===== src/rtl/hist_pp_pkg.sv =====
// Shared definitions for the histogram ping-pong bank controller.
//   NUM_BANKS    : number of banks in the external RAM (ping + pong)
//   bank_state_e : per-bank ownership state, EMPTY (producer may fill)
//                  or FULL (consumer may drain)
package hist_pp_pkg;

  localparam int NUM_BANKS = 2;

  typedef enum logic [0:0] {
    BANK_EMPTY = 1'b0,
    BANK_FULL  = 1'b1
  } bank_state_e;

endpackage


===== src/rtl/hist_pp_bank_flag.sv =====
// Single bank EMPTY/FULL flag.
//   clk   : clock, rising edge
//   rst_n : asynchronous active-low reset, forces EMPTY
//   set   : mark bank FULL on next edge (producer finished it)
//   clr   : mark bank EMPTY on next edge (consumer finished it)
//   state : current bank state
module hist_pp_bank_flag
  import hist_pp_pkg::*;
(
  input  logic        clk,
  input  logic        rst_n,
  input  logic        set,
  input  logic        clr,
  output bank_state_e state
);

  // Bank state register; set and clr never coincide on one bank, set wins if they did.
  always_ff @(posedge clk or negedge rst_n) begin
    if (!rst_n) begin
      state <= BANK_EMPTY;
    end else if (set) begin
      state <= BANK_FULL;
    end else if (clr) begin
      state <= BANK_EMPTY;
    end else begin
      state <= state;
    end
  end

endmodule


===== src/rtl/hist_pingpong_ctrl.sv =====
// Ping-pong bank controller between a histogram producer and a consumer
// sharing an external 2-bank RAM.
//   ap_clk, ap_rst_n : clock, async active-low reset
//   i_write          : producer finished its current bank
//   i_full_n         : producer bank is EMPTY (producer ap_continue)
//   t_read           : consumer finished its current bank
//   t_empty_n        : consumer bank is FULL (consumer ap_start)
//   i_address        : producer word address
//   t_address        : consumer word address
//   mem_i_address    : {i_bank, i_address} to RAM producer port
//   mem_t_address    : {t_bank, t_address} to RAM consumer port
//   i_bank, t_bank   : bank owned by producer / consumer
//   count            : number of FULL banks
//   err              : sticky protocol error (write-to-full / read-from-empty)
module hist_pingpong_ctrl
  import hist_pp_pkg::*;
#(
  parameter int AW = 8
) (
  input  logic          ap_clk,
  input  logic          ap_rst_n,
  input  logic          i_write,
  output logic          i_full_n,
  input  logic          t_read,
  output logic          t_empty_n,
  input  logic [AW-1:0] i_address,
  input  logic [AW-1:0] t_address,
  output logic [AW:0]   mem_i_address,
  output logic [AW:0]   mem_t_address,
  output logic          i_bank,
  output logic          t_bank,
  output logic [1:0]    count,
  output logic          err
);

  logic                 i_bank_r;
  logic                 t_bank_r;
  logic [1:0]           count_r;
  logic                 err_r;
  bank_state_e          bank_state_s [NUM_BANKS];
  logic [NUM_BANKS-1:0] set_s;
  logic [NUM_BANKS-1:0] clr_s;
  logic                 full_n_s;
  logic                 empty_n_s;
  logic                 wr_acc_s;
  logic                 rd_acc_s;
  logic                 wr_err_s;
  logic                 rd_err_s;

  // Handshake flags come from registers only, never from i_write / t_read.
  assign full_n_s  = (bank_state_s[i_bank_r] == BANK_EMPTY);
  assign empty_n_s = (bank_state_s[t_bank_r] == BANK_FULL);

  // Acceptance and protocol-error decode.
  always_comb begin
    wr_acc_s = i_write & full_n_s;
    rd_acc_s = t_read & empty_n_s;
    wr_err_s = i_write & ~full_n_s;
    rd_err_s = t_read & ~empty_n_s;
  end

  // Per-bank set/clear strobes steered by the owning pointer.
  always_comb begin
    set_s = '0;
    clr_s = '0;
    if (wr_acc_s) begin
      set_s[i_bank_r] = 1'b1;
    end else begin
      set_s[i_bank_r] = 1'b0;
    end
    if (rd_acc_s) begin
      clr_s[t_bank_r] = 1'b1;
    end else begin
      clr_s[t_bank_r] = 1'b0;
    end
  end

  for (genvar b = 0; b < NUM_BANKS; b++) begin : g_bank
    hist_pp_bank_flag u_flag (
      .clk   (ap_clk),
      .rst_n (ap_rst_n),
      .set   (set_s[b]),
      .clr   (clr_s[b]),
      .state (bank_state_s[b])
    );
  end

  // Producer bank pointer: advance after each accepted write.
  always_ff @(posedge ap_clk or negedge ap_rst_n) begin
    if (!ap_rst_n) begin
      i_bank_r <= 1'b0;
    end else if (wr_acc_s) begin
      i_bank_r <= ~i_bank_r;
    end else begin
      i_bank_r <= i_bank_r;
    end
  end

  // Consumer bank pointer: advance after each accepted read.
  always_ff @(posedge ap_clk or negedge ap_rst_n) begin
    if (!ap_rst_n) begin
      t_bank_r <= 1'b0;
    end else if (rd_acc_s) begin
      t_bank_r <= ~t_bank_r;
    end else begin
      t_bank_r <= t_bank_r;
    end
  end

  // FULL-bank counter; acceptance gating keeps it within 0..2 without wrap.
  always_ff @(posedge ap_clk or negedge ap_rst_n) begin
    if (!ap_rst_n) begin
      count_r <= 2'd0;
    end else begin
      case ({wr_acc_s, rd_acc_s})
        2'b10:   count_r <= count_r + 2'd1;
        2'b01:   count_r <= count_r - 2'd1;
        default: count_r <= count_r;
      endcase
    end
  end

  // Sticky protocol error, cleared only by reset.
  always_ff @(posedge ap_clk or negedge ap_rst_n) begin
    if (!ap_rst_n) begin
      err_r <= 1'b0;
    end else begin
      err_r <= err_r | wr_err_s | rd_err_s;
    end
  end

  assign i_full_n      = full_n_s;
  assign t_empty_n     = empty_n_s;
  assign i_bank        = i_bank_r;
  assign t_bank        = t_bank_r;
  assign count         = count_r;
  assign err           = err_r;
  assign mem_i_address = {i_bank_r, i_address};
  assign mem_t_address = {t_bank_r, t_address};

endmodule


===== config.mk =====
export PLATFORM = sky130hd
export DESIGN_NAME = hist_pingpong_ctrl
export DESIGN_NICKNAME = d
export VERILOG_FILES = /design/src/rtl/hist_pp_pkg.sv /design/src/rtl/hist_pp_bank_flag.sv /design/src/rtl/hist_pingpong_ctrl.sv
export SDC_FILE = /design/constraint.sdc
export NUM_CORES = 1
export LEC_CHECK = 0
export BUFFER_PORTS_ARGS = -buffer_cell sky130_fd_sc_hd__buf_2
export CORE_MARGIN = 2
export CORE_UTILIZATION = 35
export CTS_BUF_LIST = sky130_fd_sc_hd__clkbuf_16
export DETAILED_ROUTE_END_ITERATION = 7
export HOLD_SLACK_MARGIN = 0.06
export PLACE_DENSITY = 0.82
export SETUP_SLACK_MARGIN = 0.4
export SLEW_MARGIN = 20
export SYNTH_ARGS = -nofsm -noshare
export SYNTH_HDL_FRONTEND = slang
export SYNTH_SLANG_ARGS = --single-unit

===== constraint.sdc =====
create_clock -name ap_clk -period 1.5 [get_ports ap_clk]
set_input_delay 0.075 -clock ap_clk [delete_from_list [all_inputs] [get_ports ap_clk]]
set_output_delay 0.075 -clock ap_clk [all_outputs]
set_load 0.02 [all_outputs]

# Yosys cells after proc, flatten, opt, wreduce, memory -nomap -nowiden
# Cells that the tools add are included.
# classes
n_eq_ne	2
addsub	2
mux	17
n_reduce_logical	5
bitwise_logic	12
magnitude_cmp	6
# ops
op	count
$mux 1	12
$reduce_bool 2->1	3
$and 1x1->1	4
$ge 2x2->1 const B	2
$lt 1x2->1 const B	2
$mux 2	2
$not 1->1	4
$not 1->2	2
$pmux 2 s2	1
$add 2x1->2 const B	1
$demux 1 s1	2
$eq 2x1->1 const B	1
$eq 2x2->1 const B	1
$ge 1x1->1 const B	2
$logic_and 1x1->1	2
$or 1x1->1	2
$sub 2x1->2 const B	1
# totals
word_cells	50
output_inout_bits	25
inputBits	20
reg_bits	7

# Depth between registers and ports, before layout
# Gate-level depths: netlist of the first run.
# depth
depth_word	8
ltp_mapped	4
ltp_nobuf	4

# Hierarchy
# Synthesis of the first run repeated with hierarchy kept, for this count alone.
# unflattened
cells_unflattened	50
hier_area_um2	473.0
# by_module_without_submodules
mod	seq_area_each_um2	n_inst	area_per_inst_um2	cells_per_inst
hist_pingpong_ctrl	125.1	1	400.4	44
hist_pp_bank_flag	25.0	2	36.3	3

# Least setup slack after synthesis of the first run
# OpenSTA, ideal clock, no wires.
# synth_timing
path_kind	flip-flop to flip-flop
from	register i_bank_r (netlist: i_bank)
to	register count_r[1] (netlist: count[1])
slack_ns	-0.064
arrival_ns	1.434
path_stages_with_launch	5
setup_time_ns	0.130
path_cell_list	dfrtp_1 > mux2i_2 > and2_4 > o22ai_2 > xor2_1
# synth_between
elab_chain_len	8
elab_cells_between_ends	10
classes_between	eq/ne: 2; mux: 4; bitwise: 3; reduce/logical: 1
# synth_lines
element	line_no	source
start: declaration	hist_pingpong_ctrl.sv:36	logic i_bank_r;
start signal: assignment	hist_pingpong_ctrl.sv:93	i_bank_r <= ~i_bank_r;
start signal: assignment	hist_pingpong_ctrl.sv:95	i_bank_r <= i_bank_r;
$not 1->2 (not written as such) *	hist_pingpong_ctrl.sv:51	assign full_n_s = (bank_state_s[i_bank_r] == BANK_EMPTY);
$mux 1 (not written as such) * (3 in a row)	hist_pingpong_ctrl.sv:51	
$not 1->1 *	hist_pingpong_ctrl.sv:51	
net i_full_n	hist_pingpong_ctrl.sv:23	output logic i_full_n,
$and 1x1->1 *	hist_pingpong_ctrl.sv:56	wr_acc_s = i_write & full_n_s;
$eq 2x1->1 or $eq 2x2->1 (tied branches)	hist_pingpong_ctrl.sv:115	case ({wr_acc_s, rd_acc_s})
$pmux 2 s2 or $reduce_bool 2->1 (tied branches)	--	
end signal: assignment	hist_pingpong_ctrl.sv:116	2'b10: count_r <= count_r + 2'd1;
end signal: assignment	hist_pingpong_ctrl.sv:117	2'b01: count_r <= count_r - 2'd1;
end signal: assignment	hist_pingpong_ctrl.sv:118	default: count_r <= count_r;
end: declaration	hist_pingpong_ctrl.sv:38	logic [1:0] count_r;
# Mark *: on every way through the listed nets, which the timed path passes. The rest lies on a longest branch. The select of a mux whose other input is x is not followed.
# A chain may end at the register's enable or synchronous reset.

# Worst setup path in the final report of the first run
# layout_timing
from	register g_bank[0].u_flag.state
to	register count_r[0] (netlist: count[0])
# layout_between
elab_chain_len	7
elab_cells_between_ends	13
classes_between	eq/ne: 2; mux: 7; bitwise: 3; reduce/logical: 1
# layout_lines
element	line_no	source
start: declaration	hist_pp_bank_flag.sv:14	output bank_state_e state
start signal: assignment	hist_pp_bank_flag.sv:26	state <= state;
$mux 1 (not written as such) (3 in a row)	hist_pingpong_ctrl.sv:51	
$not 1->1	hist_pingpong_ctrl.sv:51	
$and 1x1->1	hist_pingpong_ctrl.sv:56	
$eq 2x1->1 or $eq 2x2->1 (tied branches)	hist_pingpong_ctrl.sv:115	
$pmux 2 s2 or $reduce_bool 2->1 (tied branches)	--	
# Parallel ways exist; a longest one is shown, timed or not. The select of a mux whose other input is x is not followed.

==> flow_summary.yaml, run 1 <==
run_status:
  status: "completed"
cts:
  clock_path_buffers: 2
  cts_inserted_buffers: 3
  cts_tree: "done"
  cts-root-buf: "clkbuf_16"
  clk_latency_ns: 0.23
  clkSinkCount: 7
  h-tree-depth: 1
  path_clk_slew_ns: 0.04
hold_path:
  min_to: "t_bank"
  whs_path_depth: 2
  min_path_type: "input port to flip-flop"
  hp-start: "t_read"
place:
  port_buffers: 12
  dp_hpwl_um: 645.9
  gp_congestion: 0.7324
  postPlaceCellArea_um2: 439.2
global_route:
  grt_overflow: 0
  grt_pass1_wl_um: 1352
  antenna_found_initial: 0
  track_usage: 0.1421
  grt_pass1_vias: 302
  grt_max_degree: 8
setup_path:
  crit_required_ns: 1.62
  slowest_delay_ns: 0.43
  startpoint_type: "flip-flop"
  worst_r2r_path_depth: 4
  critPathKind: "flip-flop to flip-flop"
  reg2reg_to: "count[0]"
  cp_cell_sequence: "mux2_4, and2_4, xnor2_2, xnor2_1"
  end_kind: "flip-flop"
  r2r-start: "g_bank[0].u_flag.state"
  path_max_fanout: 4
  reg2reg_slack_ns: 0.24
  cp_slowest_cell: "dfrtp_2"
  critPathArrivalTime_ns: 1.37
synth:
  syn_area_per_cell_um2: 10.09
  syn-cell-area_um2: 484.2
  synth_warnings: 0
  synth_nets: 68
  ys_seq_elements: 7
  syn_inst: 48
  ys_seq_area_frac: 0.3618
  synth_cell_types: 17
timing:
  maxSlewViolCount: 0
  finalSetupTns_ns: 0
  rsz0062_at_grt: "yes"
  hold_viol: 0
  skew_ns: 0.003444
  relSlewSlack: 0.8750
  setup_viol: 0
  fin_crit_ns: 1.255
  max_freq_mhz: 796.8
  period_share: 0.8367
  hold_ws_ns: 0.1148
  tightestPinTransition_ns: 0.1835
route:
  wl_per_cell_um: 14.76
  routed_wl_um: 1063
  firstDrtPassIters: 5
  vias: 353
  ant_nets: 0
  drc_errors: 0
  drt_iter0_markers: 16
  via_per_inst: 4.903
floorplan:
  dieArea_um2: 1697
  start_util: 0.3721
  die_w_um: 41.20
  core_um2: 1301
  die_h_um: 41.20
  num_rows: 13
  io_pins: 45
layout:
  final_layout_size_suffix_gt1_frac: 0.6316
  final_nets: 78
  areaGrowthSynthToFinish_pct: 29.20
  final_cell_area_um2: 625.6
  diodes: 0
power:
  p_leak_uw: 0.0002955
  irDropWorstVdd_uv: 944.5
  powerDensity_nw_per_um2: 2991
run:
  maxCapViolCount: 0
==> power breakdown <==
group          internal [uW]  switching (uW)  total, uW
clock network            347             105        452
logic                    551             480       1030
registers                289            99.2        389
total                   1190             684       1870
==> per-layer routing <==
layer | GRT usage | share of wire | vias to the layer above
li1 | - | - | 162
met1 | 0.1307 | 0.38 | 165
met2 | 0.2227 | 0.48 | 24
met3 | 0.09239 | 0.12 | 2
met4 | 0.1048 | 0.013 | 0
met5 | 0 | 0 | -
==> timing repair <==
item                       CTS  global route
setup buffers                6             4
hold endpoints to repair     7             0
hold buffers                 1             0
resized for setup            4             3
pin swaps                    3             2
setup endpoints to repair    4             5
==> through the flow <==
step | setup WS, ns | utilization | total power (uW) | cells
6_report | 0.2450 | 0.4808 | 1871 | 72
2_1_floorplan | 0.1181 | - | 988.5 | 48
3_5_place_dp | 0.1984 | 0.3375 | 1081 | 57
3_3_place_gp | 0.2424 | 0.3375 | 1060 | 57
4_1_cts | 0.2514 | 0.4471 | 1706 | 68
5_1_grt | 0.2179 | 0.4808 | 1985 | 72
==> worst max-delay path by stage <==
stage                                 startpoint       end  slack [ns]  cells after the start
after floorplan                           i_bank  count[1]        0.12                      4
after global placement                    t_bank  count[0]        0.24                      4
after detailed placement                  t_bank  count[0]        0.20                      4
after CTS                 g_bank[0].u_flag.state  count[0]        0.25                      4
after global routing      g_bank[0].u_flag.state  count[1]        0.22                      4
final                     g_bank[0].u_flag.state  count[0]        0.24                      4
==> sequential cells by signal, summed over array words and instances, names as in the netlist <==
name	cells
count	2
err	1
g_bank.u_flag.state	2
i_bank	1
t_bank	1
==> worst max-delay path: cells and delay by family (launching register included) <==
kind          cells  cell delay [ns]
flops             1             0.43
mux               1             0.30
simple gates      1             0.16
xor+xnor          2             0.25
==> logic make-up (layout without fill, tap and decap cells) <==
kind of cell	Yosys count	after routing	synth area share
XOR/XNOR	3	3	0.06978
buffers and inverters	21	30	0.3023
flip-flops	7	7	0.3618
AND/OR/NAND/NOR	5	5	0.07495
multiplexers	2	2	0.05942
AO/OA/AOI/OAI	10	10	0.1318
==> cells in the mapped netlist (all sizes together) <==
master | n | area share
nand3 | 1 | 0.010
nand2b | 1 | 0.013
a21oi | 2 | 0.021
xor2 | 1 | 0.018
nand3b | 1 | 0.016
inv | 3 | 0.023
mux2i | 1 | 0.028
a31oi | 2 | 0.026
o22ai | 1 | 0.026
xnor2 | 2 | 0.052
o21ai | 4 | 0.041
dfrtp | 7 | 0.36
and2 | 2 | 0.036
mux2 | 1 | 0.031
buf | 18 | 0.28
o221ai | 1 | 0.018
==> layout by cell type (no fill, tap or decap), drive strengths merged <==
master / Yosys / layout
buf: 18 / 22
nand3: 1 / 1
a21oi: 2 / 2
dlygate4sd3: 0 / 1
nand3b: 1 / 1
o221ai: 1 / 1
mux2: 1 / 1
dfrtp: 7 / 7
and2: 2 / 2
xor2: 1 / 1
mux2i: 1 / 1
xnor2: 2 / 2
nand2b: 1 / 1
clkbuf: 0 / 3
o21ai: 4 / 4
a31oi: 2 / 2
inv: 3 / 4
o22ai: 1 / 1
==> cell type report <==
class	instances	area (um2)
Inverter	3	11.26
Clock inverter	1	3.754
Timing Repair Buffer	23	158.9
Fill cell	120	675.6
Sequential cell	7	180.2
Multi-Input combinational cell	20	177.7
Tap cell	15	18.77
Clock buffer	3	75.07
No activity file was read; power rests on OpenSTA's default activity.
==> inputs of run 2 (changes only) <==
- ABC_AREA: unset -> 1
- CORE_UTILIZATION: 35 -> 36
- clock period: 1.5 -> 1.28 ns (I/O delays scaled with it)
==> run 2 against run 1 <==
  * Final cell count up 19%
  * Cell area up 5.2%
  * Power up 19%
  * Sequential share of layout area down 1.6 points
  * Sequential power up 13%
  * Non-clock buffer count down 4
  * Combinational power up 21%
  * Synthesized area up 4.9%
  * Largest power group unchanged
==> flow_summary.yaml, run 2 <==
run_status:
  status: "completed"
run:
  maxCapViolCount: 0
cts:
  clock_path_buffers: 2
  path_clk_slew_ns: 0.04
  h-tree-depth: 1
  cts-root-buf: "clkbuf_16"
  clkSinkCount: 7
  cts_inserted_buffers: 3
  clk_latency_ns: 0.23
  cts_tree: "done"
global_route:
  antenna_found_initial: 0
  track_usage: 0.1196
  grt_overflow: 0
  grt_max_degree: 8
  grt_pass1_vias: 351
  grt_pass1_wl_um: 1552
hold_path:
  min_path_type: "input port to output pin"
  whs_path_depth: 0
place:
  port_buffers: 12
  dp_hpwl_um: 694.7
  gp_congestion: 0.8114
synth:
  synth-compound-area-share: 0.03941
  synth_top_area_frac: 0.3448
  synth_cell_types: 13
  ys_seq_area_frac: 0.3448
  synthMuxAreaShare: 0
  synth_warnings: 0
  synth_ff_type: "dfrtp_1"
  synth_nets: 86
  synth-edff-count: 0
  yosys.area.top_type: "dfrtp_1"
  ys_seq_elements: 7
  synth_top_family_by_area: "buffers and inverters"
  synth-adder-area-share: 0
  syn_inst: 66
  syn-cell-area_um2: 508.0
  async_reset_ff_frac: 1.000
  synth-xor-area-share: 0.01724
  yosysMostFrequentCell: "buf_4"
  syn_area_per_cell_um2: 7.697
  synth.area.top_cells: "dfrtp_1 34%, buf_4 27%, nand2_1 11%"
  synth_common_cells: "18 x buf_4, 15 x nand2_1, 8 x inv_1"
  yosys.area_share.simple: 0.2562
route:
  routed_wl_um: 1012
  drc_errors: 0
  wl_per_cell_um: 11.77
  firstDrtPassIters: 6
  vias: 394
  ant_nets: 0
  drt_iter0_markers: 6
  via_per_inst: 4.581
setup_path:
  worst_r2r_path_depth: 6
  crit_required_ns: 1.22
  cp_slowest_cell: "dfrtp_1"
  critPathTopFamily: "flip-flops"
  cp_num_buf_inv: 3
  critPathArrivalTime_ns: 1.03
  slowest_delay_ns: 0.41
  critPathKind: "flip-flop to output pin"
  path_depth: 5
  path_max_fanout: 3
  cp_cell_sequence: "inv_2, nand2_2, nand2_2, inv_2, buf_6"
  startpoint_type: "flip-flop"
  end_kind: "output pin"
timing:
  setup_viol: 0
  max_freq_mhz: 913.7
  skew_ns: 0.001005
  fin_crit_ns: 1.095
  hold_viol: 0
  period_share: 0.8551
  finalSetupTns_ns: 0
  relSlewSlack: 0.8892
  rsz0062_at_grt: "yes"
  maxSlewViolCount: 0
  tightestPinTransition_ns: 0.1661
power:
  irDropWorstVdd_uv: 1462
  powerDensity_nw_per_um2: 3385
  fin_total_pwr_uw: 2228
  p_leak_uw: 0.0003552
layout:
  final_layout_size_suffix_gt1_frac: 0.6056
  diodes: 0
  areaGrowthSynthToFinish_pct: 29.56
  final_nets: 92
  final_common_cell: "nand2_1"
floorplan:
  start_util: 0.3856
  core_um2: 1318
  io_pins: 45
  dieArea_um2: 1728
  num_rows: 13
  die_h_um: 41.57
  die_w_um: 41.57
[run 2: cell types whose count changed in the layout (fill, tap and decap cells not counted), sizes merged, moves of 4 or more]
cell / delta
nand3: +5
nand2: +19
inv: +6
buf: -4
[run 2: timing repair]
item | in CTS | in global routing
pin swaps | 4 | 4
setup buffers | 3 | 3
setup endpoints to repair | 10 | 13
hold buffers | 1 | 0
hold endpoints to repair | 7 | 0
gates resized for setup | 12 | 13
[run 2: cell families (layout without fill, tap and decap cells)]
| kind of cell | Yosys count | after routing |
|---|---|---|
| XOR/XNOR | 1 | 1 |
| buffers and inverters | 28 | 33 |
| AND/OR/NAND/NOR | 26 | 26 |
| flip-flops | 7 | 7 |
| AO/OA/AOI/OAI | 4 | 4 |
[run 2: stage by stage]
stage | hold WS, ns | area (um2) | setup WS, ns | instances | utilization
final | 0.1280 | 658.1 | 0.1855 | 86 | 0.4995
after global routing | 0.1280 | 658.1 | 0.1466 | 86 | 0.4995
after CTS | 0.1281 | 599.3 | 0.1823 | 83 | 0.4549
after detailed placement | -0.09298 | 461.7 | 0.2129 | 75 | 0.3504
after global placement | -0.09328 | 461.7 | 0.2472 | 75 | 0.3504
after floorplan | -0.2316 | 518.0 | 0.2354 | 66 | -
[run 2: path summary, 6_finish.rpt]
check,from,to,slack [ns]
max in group asynchronous,ap_rst_n,i_bank,0.91
hold / removal,i_address[0],mem_i_address[0],0.13
hold reg to reg,count[1],count[1],0.49
setup reg to reg,g_bank[1].u_flag.state,count[1],0.25
setup / recovery,g_bank[1].u_flag.state,t_empty_n,0.19
min in group asynchronous,ap_rst_n,t_bank,0.20
[run 2: report_power, final]
part	internal [uW]	total, uW	switching [uW]
clock	411	537	126
combinational	573	1250	681
sequential	334	438	103
total	1320	2230	910
[run 2: worst register-to-register path: stages, from the launching register on]
cell and delay, ns:
dfrtp_1 0.41, nand2_2 0.12, nand4_1 0.14, nand2_1 0.11, nand2_1 0.05, nand2_1 0.05
nand2_1 0.04
[run 2: cell type report]
cell class	instances	area [um2]
sequential	7	178.9
fill	136	659.4
multi-input combinational	31	187.7
clock inverter	1	5.005
inverter	10	40.04
clock buffer	3	75.07
tap	15	18.77
timing repair buffer	19	152.6
[run 2: per-layer routing]
metal	track usage	share of wire	vias up
met4	0.05806	0.0079	0
met5	0	0	-
met3	0.07391	0.086	2
met2	0.1656	0.49	15
li1	-	-	195
met1	0.1436	0.42	182
